[src/rtl/decoder_stream.sv]
// decoder_stream: streaming SEL_W -> OUT_W decoder (one-hot / one-cold /
// thermometer) with range and reserved-mode error flagging.
//
// Input side valid/ready, output side valid/ready. A one-word output
// register plus a one-word skid register keep full throughput under
// backpressure; in_ready is registered and depends only on skid occupancy.
//
// Ports:
//   clk, rst            clock, synchronous active-high reset
//   in_valid/in_ready   input handshake
//   sel_in, mode_in     index and mode (00 hot, 01 cold, 10 therm, 11 rsvd)
//   out_valid/out_ready output handshake
//   data_out, err_out   decoded vector and error flag
//   err_cnt             saturating error count
//
// Optional macro DECODER_ERRCNT_EN: when defined, err_cnt counts output
// handshakes carrying err_out=1 (saturating); otherwise err_cnt is tied 0.
module decoder_stream #(
   parameter int SEL_W = 3,
   parameter int OUT_W = 8,
   parameter int CNT_W = 8
) (
   input  logic             clk,
   input  logic             rst,
   input  logic             in_valid,
   output logic             in_ready,
   input  logic [SEL_W-1:0] sel_in,
   input  logic [1:0]       mode_in,
   output logic             out_valid,
   input  logic             out_ready,
   output logic [OUT_W-1:0] data_out,
   output logic             err_out,
   output logic [CNT_W-1:0] err_cnt
);

   logic             arm;
   logic             skid_valid;
   logic [OUT_W-1:0] skid_data;
   logic             skid_err;

   logic [OUT_W-1:0] dec_data;
   logic             dec_err;
   logic             in_range;
   logic             accept;
   logic             out_free;
   logic             skid_next;

   // Combinational decode of the word presented on the input
   always_comb begin
      dec_data = '0;
      dec_err  = 1'b0;
      in_range = (int'(sel_in) < OUT_W);
      case (mode_in)
         2'b00: for (int i = 0; i < OUT_W; i++) dec_data[i] = (int'(sel_in) == i);
         2'b01: for (int i = 0; i < OUT_W; i++) dec_data[i] = (int'(sel_in) != i);
         // thermometer must be forced to zero when out of range
         2'b10: for (int i = 0; i < OUT_W; i++) dec_data[i] = in_range && (i <= int'(sel_in));
         default: dec_err = 1'b1;
      endcase
      if (!in_range) dec_err = 1'b1;
   end

   assign accept   = in_valid && in_ready;
   // output register can take a new word this cycle
   assign out_free = !out_valid || out_ready;
   // accept only happens with skid empty, so a draining output always empties the skid
   assign skid_next = out_free ? 1'b0 : (skid_valid || accept);

   always_ff @(posedge clk) begin
      if (rst) begin
         arm        <= 1'b0;
         in_ready   <= 1'b0;
         out_valid  <= 1'b0;
         data_out   <= '0;
         err_out    <= 1'b0;
         skid_valid <= 1'b0;
         skid_data  <= '0;
         skid_err   <= 1'b0;
      end else begin
         arm        <= 1'b1;
         // uses the old arm so the first post-reset cycle stays not-ready
         in_ready   <= arm && !skid_next;
         skid_valid <= skid_next;
         if (out_free) begin
            if (skid_valid) begin
               out_valid <= 1'b1;
               data_out  <= skid_data;
               err_out   <= skid_err;
            end else if (accept) begin
               out_valid <= 1'b1;
               data_out  <= dec_data;
               err_out   <= dec_err;
            end else begin
               out_valid <= 1'b0;
            end
         end else if (accept) begin
            skid_data <= dec_data;
            skid_err  <= dec_err;
         end
      end
   end

`ifdef DECODER_ERRCNT_EN
   logic [CNT_W-1:0] cnt;

   always_ff @(posedge clk) begin
      if (rst) begin
         cnt <= '0;
      end else if (out_valid && out_ready && err_out && (cnt != {CNT_W{1'b1}})) begin
         cnt <= cnt + 1'b1;
      end
   end

   assign err_cnt = cnt;
`else
   assign err_cnt = '0;
`endif

endmodule

[config.mk]
export PLATFORM = sky130hd
export DESIGN_NAME = decoder_stream
export DESIGN_NICKNAME = d
export VERILOG_FILES = /design/src/rtl/decoder_stream.sv
export SDC_FILE = /design/constraint.sdc
export NUM_CORES = 1
export LEC_CHECK = 0
export ABC_AREA = 1
export BUFFER_PORTS_ARGS = -buffer_cell sky130_fd_sc_hd__buf_2
export CELL_PAD_IN_SITES_DETAIL_PLACEMENT = 1
export CELL_PAD_IN_SITES_GLOBAL_PLACEMENT = 1
export CORE_UTILIZATION = 36
export CTS_CLUSTER_SIZE = 20
export DETAILED_ROUTE_END_ITERATION = 6
export HOLD_SLACK_MARGIN = 0.05
export PLACE_DENSITY = 0.86
export RECOVER_POWER = 25
export SYNTH_ARGS = -nofsm -noshare
export SYNTH_HDL_FRONTEND = slang
export SYNTH_SLANG_ARGS = --single-unit
[constraint.sdc]
create_clock -name clk -period 1.4 [get_ports clk]
set_clock_uncertainty 0.2 [all_clocks]
set_input_delay 0.07 -clock clk [delete_from_list [all_inputs] [get_ports clk]]
set_output_delay 0.07 -clock clk [all_outputs]
set_load 0.005 [all_outputs]
# After elaboration in Yosys (flattened, before gate mapping)
# Index checks and enable logic that the tools add are counted.
# totals
regBits	22
in_bits	9
out_inout_bits	19
word_cells	55
# op_classes
order_cmp	7
eq_ne	16
n_mux	10
n_bitwise	1
n_reduce_logical	13
# ops
op	n
$pmux W8 S3	1
$mux W8	2
$eq A3 B3 Y1 const B	4
$le A3 B3 Y1 const A	4
$ne A3 B3 Y1 const B	4
$mux W1	7
$eq A3 B2 Y1 const B	2
$le A2 B3 Y1 const A	2
$ne A3 B2 Y1 const B	2
$reduce_and A2 Y1	2
$eq A3 B1 Y1 const B	1
$le A1 B3 Y1 const A	1
$logic_not A3 Y1	1
$ne A3 B1 Y1 const B	1
$reduce_bool A3 Y1	1
$reduce_or A3 Y1	1
$eq A2 B1 Y1 const B	1
$eq A2 B2 Y1 const B	1
$logic_and A1 B1 Y1	2
$logic_not A1 Y1	2
$logic_not A2 Y1	1
$logic_or A1 B1 Y1	2
$reduce_bool A2 Y1	1
$not A1 Y1	1

# Depth between registers and ports, before layout
# Gate-level depths: netlist of run 1.
# logic_depth
depth_word	5
depth_mapped	8
mapped_depth_nobuf	7

# Worst setup path before layout of run 1
# OpenSTA, ideal clock, no wires.
# synth_timing
path_kind	register -> register
startpoint	register in_ready
endpoint	register data_out[3]
setup_time_ns	0.116
arrival_ns	1.008
t_required_ns	1.084
path_slack_ns	0.076
path_stages_with_launch	7
path_buffers	1
period_less_slack_ns	1.324
path_cell_list	dfxtp_1 -> inv_2 -> o21ai_2 -> nand2_2 -> buf_4 -> nor2_1 -> a21oi_2
# synth_via
elab_chain_cells	3
# synth_lines
element	line_no	source
start, declared	26	output logic in_ready,
start signal, assigned	82	in_ready <= arm && !skid_next;
$logic_and A1 B1 Y1	63	assign accept = in_valid && in_ready;
$reduce_bool A2 Y1 (no line)	--	
$reduce_and A2 Y1 (no line)	--	
end signal, assigned	87	data_out <= skid_data;
end signal, assigned	91	data_out <= dec_data;
end, declared	31	output logic [OUT_W-1:0] data_out,
# No other way between the ends.
# A chain may end at the register's enable or synchronous reset.

# Final worst setup path of run 1
# layout_timing
startpoint	register in_ready
endpoint	register skid_data[6]
# layout_via
elab_chain_cells	2
# layout_lines
element	line_no	source
$logic_and A1 B1 Y1	63	
$reduce_and A2 Y1 (no line)	--	
end signal, assigned	97	skid_data <= dec_data;
end, declared	38	logic [OUT_W-1:0] skid_data;
# No other way between the ends.

==> results.ini, run 1 <==
[yosys]
synth_fa_ha_area_share_pct = 0
ys_ff_latch = 22
yosysSeqAreaShare_pct = 34.31
ys.warnings.count = 0
mappedNetlistArea_um2 = 1284
synth_top_family_by_area = simple AND/OR/NAND/NOR gates
syn-instance-count = 206
synth_area_per_cell_um2 = 6.232
synthDistinctLibCells = 22
synth_compound_area_share_pct = 11.60
synth.area.mux_share_pct = 0
synth_xor_area_share_pct = 0
yosys.area_share.simple_pct = 35.48

[place]
gp_congestion = 0.7501
place_ws_ns = 0.02741
portBuffers = 19
hpwl_mm = 2.209

[drt]
wl_mm = 3.192
dr.pass1.iters = 6
avgViaCountPerCell = 4.599
drtAntennaViolNets = 0
num_vias = 1283
drtIter0Drc = 48
post-route-drc-count = 0
wl_per_cell_um = 11.44

[timing]
drv_slew = 0
setup_ws_ns = -0.02607
tns_ns = -0.02607
holdWs_ns = -0.1188
fin_crit_ns = 1.426
hold_viol = 1
timing.final.crit_share_pct = 101.9
max_freq_mhz = 701.2
setup_viol = 1

[power_and_ir_drop]
internal-power_mw = 0.8848
p_clk_share_pct = 29.2
leakage_nw = 0.8530
switching_share_pct = 28.10
p_switching_mw = 0.3458
ir_drop_mv = 0.2749
p_seq_share_pct = 53.2
finalPower_mw = 1.231
p_comb_share_pct = 17.6
p_per_area_nw_per_um2 = 804.9

[global_routing]
grt.overflow.total = 0
use_met2_pct = 30.26
grt_busiest_layer = met2
grt_max_degree = 19
grtUsageMet1_pct = 25.98
grt_pass1_wl_mm = 5.326
grt_antenna_before_repair = 0
grtUsageTotal_pct = 18.73
use_met3_pct = 1.863
grt_pass1_vias = 1142

[outcome]
violations = negative hold slack, negative setup slack
status = finished, violations left

[finish]
antennaDiodeCount = 0
drive_gt1_share_pct = 20.60
areaGrowthSynthToFinish_pct = 19.10
finalNetCount = 243

[floorplanning]
start_util_pct = 38.17
dieHeight_um = 61.72
rows = 21
pin_count = 28
die_area_um2 = 3809
core_um2 = 3363
die_w_um = 61.72

[critical_path]
cp_max_fo = 10
r2r_start = in_ready
cp.required_ns = 1.47
path_common_cell = nor2_1
crit_type = register to register
cp_slowest_cell = dfxtp_2
start_kind = register
path_buf_inv = 3
cp_cell_sequence = inv_2, nor3_2, buf_4, nor2_1, nor2_1, o21ai_1, inv_1
r2r_end = skid_data[6]
cp-end-kind = register
worst-r2r-setup-slack_ns = -0.03
slowest_delay_ns = 0.36
rr_worst_depth = 7
crit_path_start = in_ready
arrival_ns = 1.49
cp_top_family = simple AND/OR/NAND/NOR gates

[clocking]
hold_buffers = 7
clock_latency_ns = 0.31
clockRootBuffer = clkbuf_4
cts_num_sinks = 22
clkSlewWorstSetupHoldPaths_ns = 0.13
cts_buffers = 3
cts_tree = yes
htreeDepth = 1
cts.path.max_buffers = 2

[hold_path]
min_from = out_ready
hold_class = input pin to register
min_to = out_valid
hold_depth = 4

[flow_run]
cap_violations = 0

-- worst register-to-register path, stage by stage, from the launching register on --
cell and delay [ns]:
dfxtp_2 0.36, inv_2 0.05, nor3_2 0.20, buf_4 0.20, nor2_1 0.06, nor2_1 0.14
o21ai_1 0.11, inv_1 0.06
-- metrics by stage --
step	instance area [um2]	utilization, %	std cells
4_1_cts	1493	44.38	278
3_3_place_gp	1386	41.22	267
6_report	1529	45.46	279
5_1_grt	1529	45.46	279
2_1_floorplan	1310	-	213
3_5_place_dp	1386	41.22	267
-- Yosys cell counts (all sizes together) --
master  number  area [um2]
nand3       15       80.08
inv         33       123.9
dfxtp       22       440.4
clkinv       1       5.000
nor2        31       121.4
nor3         1       10.01
a21oi       13       80.07
clkbuf       1       13.76
conb         1       3.750
o21ai       13       68.82
and2         1       6.260
nand4        1       6.260
buf         14       92.58
nand2       59       231.5
-- state kept, by name, summed over array words and instances, names as in the netlist --
register and count:
skid_err 1, err_out 1, data_out 8, skid_valid 1, out_valid 1, skid_data 8, arm 1, in_ready 1
-- repair_timing --
action	4_1_cts	5_1_grt
gates resized for setup	0	9
endpoints found under the setup margin	0	15
buffers inserted	0	1
endpoints found under the hold margin	14	2
-- how the worst max path moves through the flow --
| stage | end | slack, ns | cells past startpoint |
|---|---|---|---|
| after floorplan | data_out[3] | 0.08 | 6 |
| after detailed placement | data_out[3] | 0.03 | 5 |
| final | skid_data[6] | -0.03 | 7 |
| after CTS | data_out[3] | 0.008 | 5 |
| after global placement | data_out[7] | 0.09 | 5 |
| after global routing | skid_data[6] | -0.1 | 7 |
-- placed cells by master, fill, tap and decap left out, types with 2 or more instances in the layout --
cell,count
buf_2,15
dfxtp_2,2
a21oi_2,4
conb_1,8
o21ai_1,8
a21oi_1,9
buf_4,5
nor2_1,29
clkbuf_1,3
inv_2,5
nand3_1,14
dlygate4sd3_1,7
o21ai_0,4
nand2_1,53
inv_1,28
nand2_2,4
dfxtp_1,20
clkbuf_4,4
nand2_4,2
-- layout make-up --
class | instances | area, um2
Fill cell | 492 | 1834
Multi-Input combinational cell | 142 | 661.9
Sequential cell | 22 | 442.9
Timing Repair Buffer | 31 | 201.4
Inverter | 34 | 128.9
Tap cell | 46 | 57.56
Clock buffer | 4 | 36.28
-- power groups by stage --
stage / clock network (mW) / logic [mW] / registers, mW
finish: 0.360 / 0.217 / 0.654
global route: 0.401 / 0.250 / 0.658
CTS: 0.365 / 0.206 / 0.653
detailed placement: 0 / 0.190 / 0.667
global placement: 0 / 0.186 / 0.666
floorplan: 0 / 0.147 / 0.669
-- kinds of logic (layout without fill, tap and decap cells) --
family	after synthesis	in the layout
and+or+nand+nor	108	108
buffers and inverters	49	69
AOI/OAI and AO/OA	26	26
DFF	22	22
other	1	8
-- layer usage --
metal / share of wire [%] / vias to the layer above
met5: 0 / -
met4: 1.3 / 0
met3: 3.7 / 4
met2: 46 / 36
met1: 49 / 578
li1: - / 665
Power figures use the tool's default switching activity.
==> run 2, diff against run 1 <==
Settings changed: CORE_UTILIZATION 36 to 30, PLACE_DENSITY 0.86 to 0.78, SETUP_SLACK_MARGIN set to 0.3.
Clock period 1.4 ns to 1.3 ns, I/O delays scaled along.
==> run 2 against run 1 <==
Compared with the run above:
- the flow still finishes with violations (negative hold slack, negative setup slack)
- die area grew 19%
- non-clock buffer count fell by 1
- hold slack got worse by 0.0072 ns
- design area is 16% higher
- sequential share of layout area fell by 3.5 points
- clock power rose by 81%
- largest cell class unchanged
==> results.ini, run 2 (synthesis gave the netlist of run 1 again) <==
[floorplanning]
die_w_um = 67.42  ; +9.2%
die_area_um2 = 4545  ; +19%
core_um2 = 4058  ; +21%
dieHeight_um = 67.42  ; +9.2%
pin_count = 28  ; unchanged
start_util_pct = 31.64  ; -6.5 points
rows = 23  ; +9.5%

[global_routing]
grt_pass1_vias = 1140  ; -0.18%
grt.overflow.total = 0  ; unchanged
grt_max_degree = 19  ; unchanged
grt_antenna_before_repair = 0  ; unchanged
grtUsageTotal_pct = 16.73  ; -2.0 points
grt_pass1_wl_mm = 5.595  ; +5.1%

[critical_path]
crit_path_start = out_valid
rr_worst_depth = 7  ; unchanged
r2r_start = out_valid
arrival_ns = 1.39  ; -0.10 ns
start_kind = register
cp-end-kind = register
cp_max_fo = 5  ; -5
endpoint = skid_data[6]
r2r_end = skid_data[6]
worst-r2r-setup-slack_ns = -0.07  ; -0.04 ns
cp.required_ns = 1.32  ; -0.15 ns
crit_type = register to register

[place]
hpwl_mm = 2.323  ; +5.1%
portBuffers = 19  ; unchanged
gp_congestion = 0.7799  ; +4.0%
dpl_cell_area_um2 = 1429  ; +3.1%

[drt]
drtIter0Drc = 26  ; -46%
wl_mm = 3.879  ; +22%
wl_per_cell_um = 13.61  ; +19%
drtAntennaViolNets = 0  ; unchanged
avgViaCountPerCell = 4.705  ; +2.3%
dr.pass1.iters = 4  ; -2
post-route-drc-count = 0  ; unchanged
num_vias = 1341  ; +4.5%

[timing]
fin_crit_ns = 1.371  ; -0.05550 ns
hold_viol = 4  ; +3
drv_slew = 0  ; unchanged
rsz0062_at_grt = yes
max_freq_mhz = 729.6  ; +4.0%
setup_ws_ns = -0.07057  ; -0.04450 ns
tns_ns = -0.5003  ; -0.4742 ns
timing.final.crit_share_pct = 105.4  ; +3.6 points
setup_viol = 16  ; +15
holdWs_ns = -0.1260  ; -0.007170 ns

[finish]
layout_common_cells = nand2_1, inv_1, nor2_1, buf_2, nand3_1
areaGrowthSynthToFinish_pct = 38.60
top_regs = data_out x8, skid_data x8
drive_gt1_share_pct = 42.55  ; +22 points
finalInstanceArea_um2 = 1779  ; +16%
final_common_cell = nand2_1
antennaDiodeCount = 0  ; unchanged
finalNetCount = 245  ; +0.82%

[clocking]
cts_buffers = 3  ; unchanged
htreeDepth = 1  ; unchanged
cts.path.max_buffers = 2  ; unchanged
clockRootBuffer = clkbuf_8
hold_buffers = 1  ; -6
clock_latency_ns = 0.27  ; -0.04 ns
cts_num_sinks = 22  ; unchanged
clkSlewWorstSetupHoldPaths_ns = 0.09  ; -0.04 ns
cts_tree = yes

[power_and_ir_drop]
p_per_area_nw_per_um2 = 926.2  ; +15%
ir_drop_mv = 0.5313  ; +93%
leakage_nw = 0.9310  ; +9.2%

[hold_path]
hold_class = input pin to register

[flow_run]
cap_violations = 0  ; unchanged

[outcome]
violations = negative hold slack, negative setup slack
status = finished, violations left

==> run 2: cell types whose count changed in the layout (fill, tap and decap cells not counted), moves of 4 or more <==
cell / delta
a21oi_2: +5
clkbuf_4: -4
nor2_2: +12
nand2_8: +4
dfxtp_1: -8
a21oi_1: -5
buf_6: +4
nand2_1: -12
nand2_2: +8
nor2_1: -11
dfxtp_2: +8
dlygate4sd3_1: -6
==> run 2: worst max-delay path, stage by stage, from the launching register on <==
cell     delay, ns
dfxtp_2       0.35
nand2_4       0.06
nor3_4        0.26
buf_6         0.17
nor2_2        0.04
nor2_1        0.10
o21ai_1       0.08
inv_1         0.06
==> run 2: area by class of cell <==
cell class	count	area, um2
Fill cell	515	2278
Multi-Input combinational cell	145	838.3
Sequential cell	22	452.9
Timing Repair Buffer	30	222.7
Inverter	34	131.4
Tap cell	50	62.56
Clock buffer	3	41.29
Clock inverter	1	30.03
==> run 2: timing repair <==
item / in CTS / in global routing
endpoints found under the setup margin: 21 / 31
gates resized for setup: 22 / 36
gates cloned: 1 / 3
pin swaps: 15 / 13
endpoints found under the hold margin: 11 / 7
setup buffers: 1 / 3
==> run 2: stage by stage <==
stage          setup slack [ns]  hold WS [ns]  total power, mW  std cells  utilization (%)
2_1_floorplan           0.06775       0.02358           0.8842        213                -
3_3_place_gp         -0.0002025        0.1406           0.9308        272            35.21
3_5_place_dp           -0.07616        0.1488           0.9384        272            35.21
4_1_cts               -0.008585       -0.1338            1.605        279            39.22
5_1_grt                 -0.1419       -0.1196            1.726        285            43.85
6_report               -0.07057       -0.1260            1.648        285            43.85
==> run 2: power breakdown <==
group / leakage (nW) / internal, mW / switching, mW
Clock: 0.0357 / 0.412 / 0.238
Sequential: 0.183 / 0.697 / 0.0109
Combinational: 0.712 / 0.106 / 0.184
Total: 0.931 / 1.21 / 0.433
==> run 2: worst min path at each step <==
| stage | start | end | slack (ns) | cells after the start |
|---|---|---|---|---|
| after floorplan | mode_in[0] | skid_err | 0.02 | 2 |
| after global placement | rst | skid_valid | 0.14 | 2 |
| after detailed placement | rst | skid_valid | 0.15 | 2 |
| after CTS | rst | skid_valid | -0.13 | 2 |
| after global routing | rst | err_out | -0.12 | 2 |
| final | rst | err_out | -0.13 | 2 |
==> run 2: layer usage <==
metal	vias to the layer above	GRT usage (%)	routed length, um
met2	27	27.63	1972
met5	-	0	0
li1	675	-	-
met4	0	7.181	82
met1	633	21.73	1733
met3	6	2.027	90
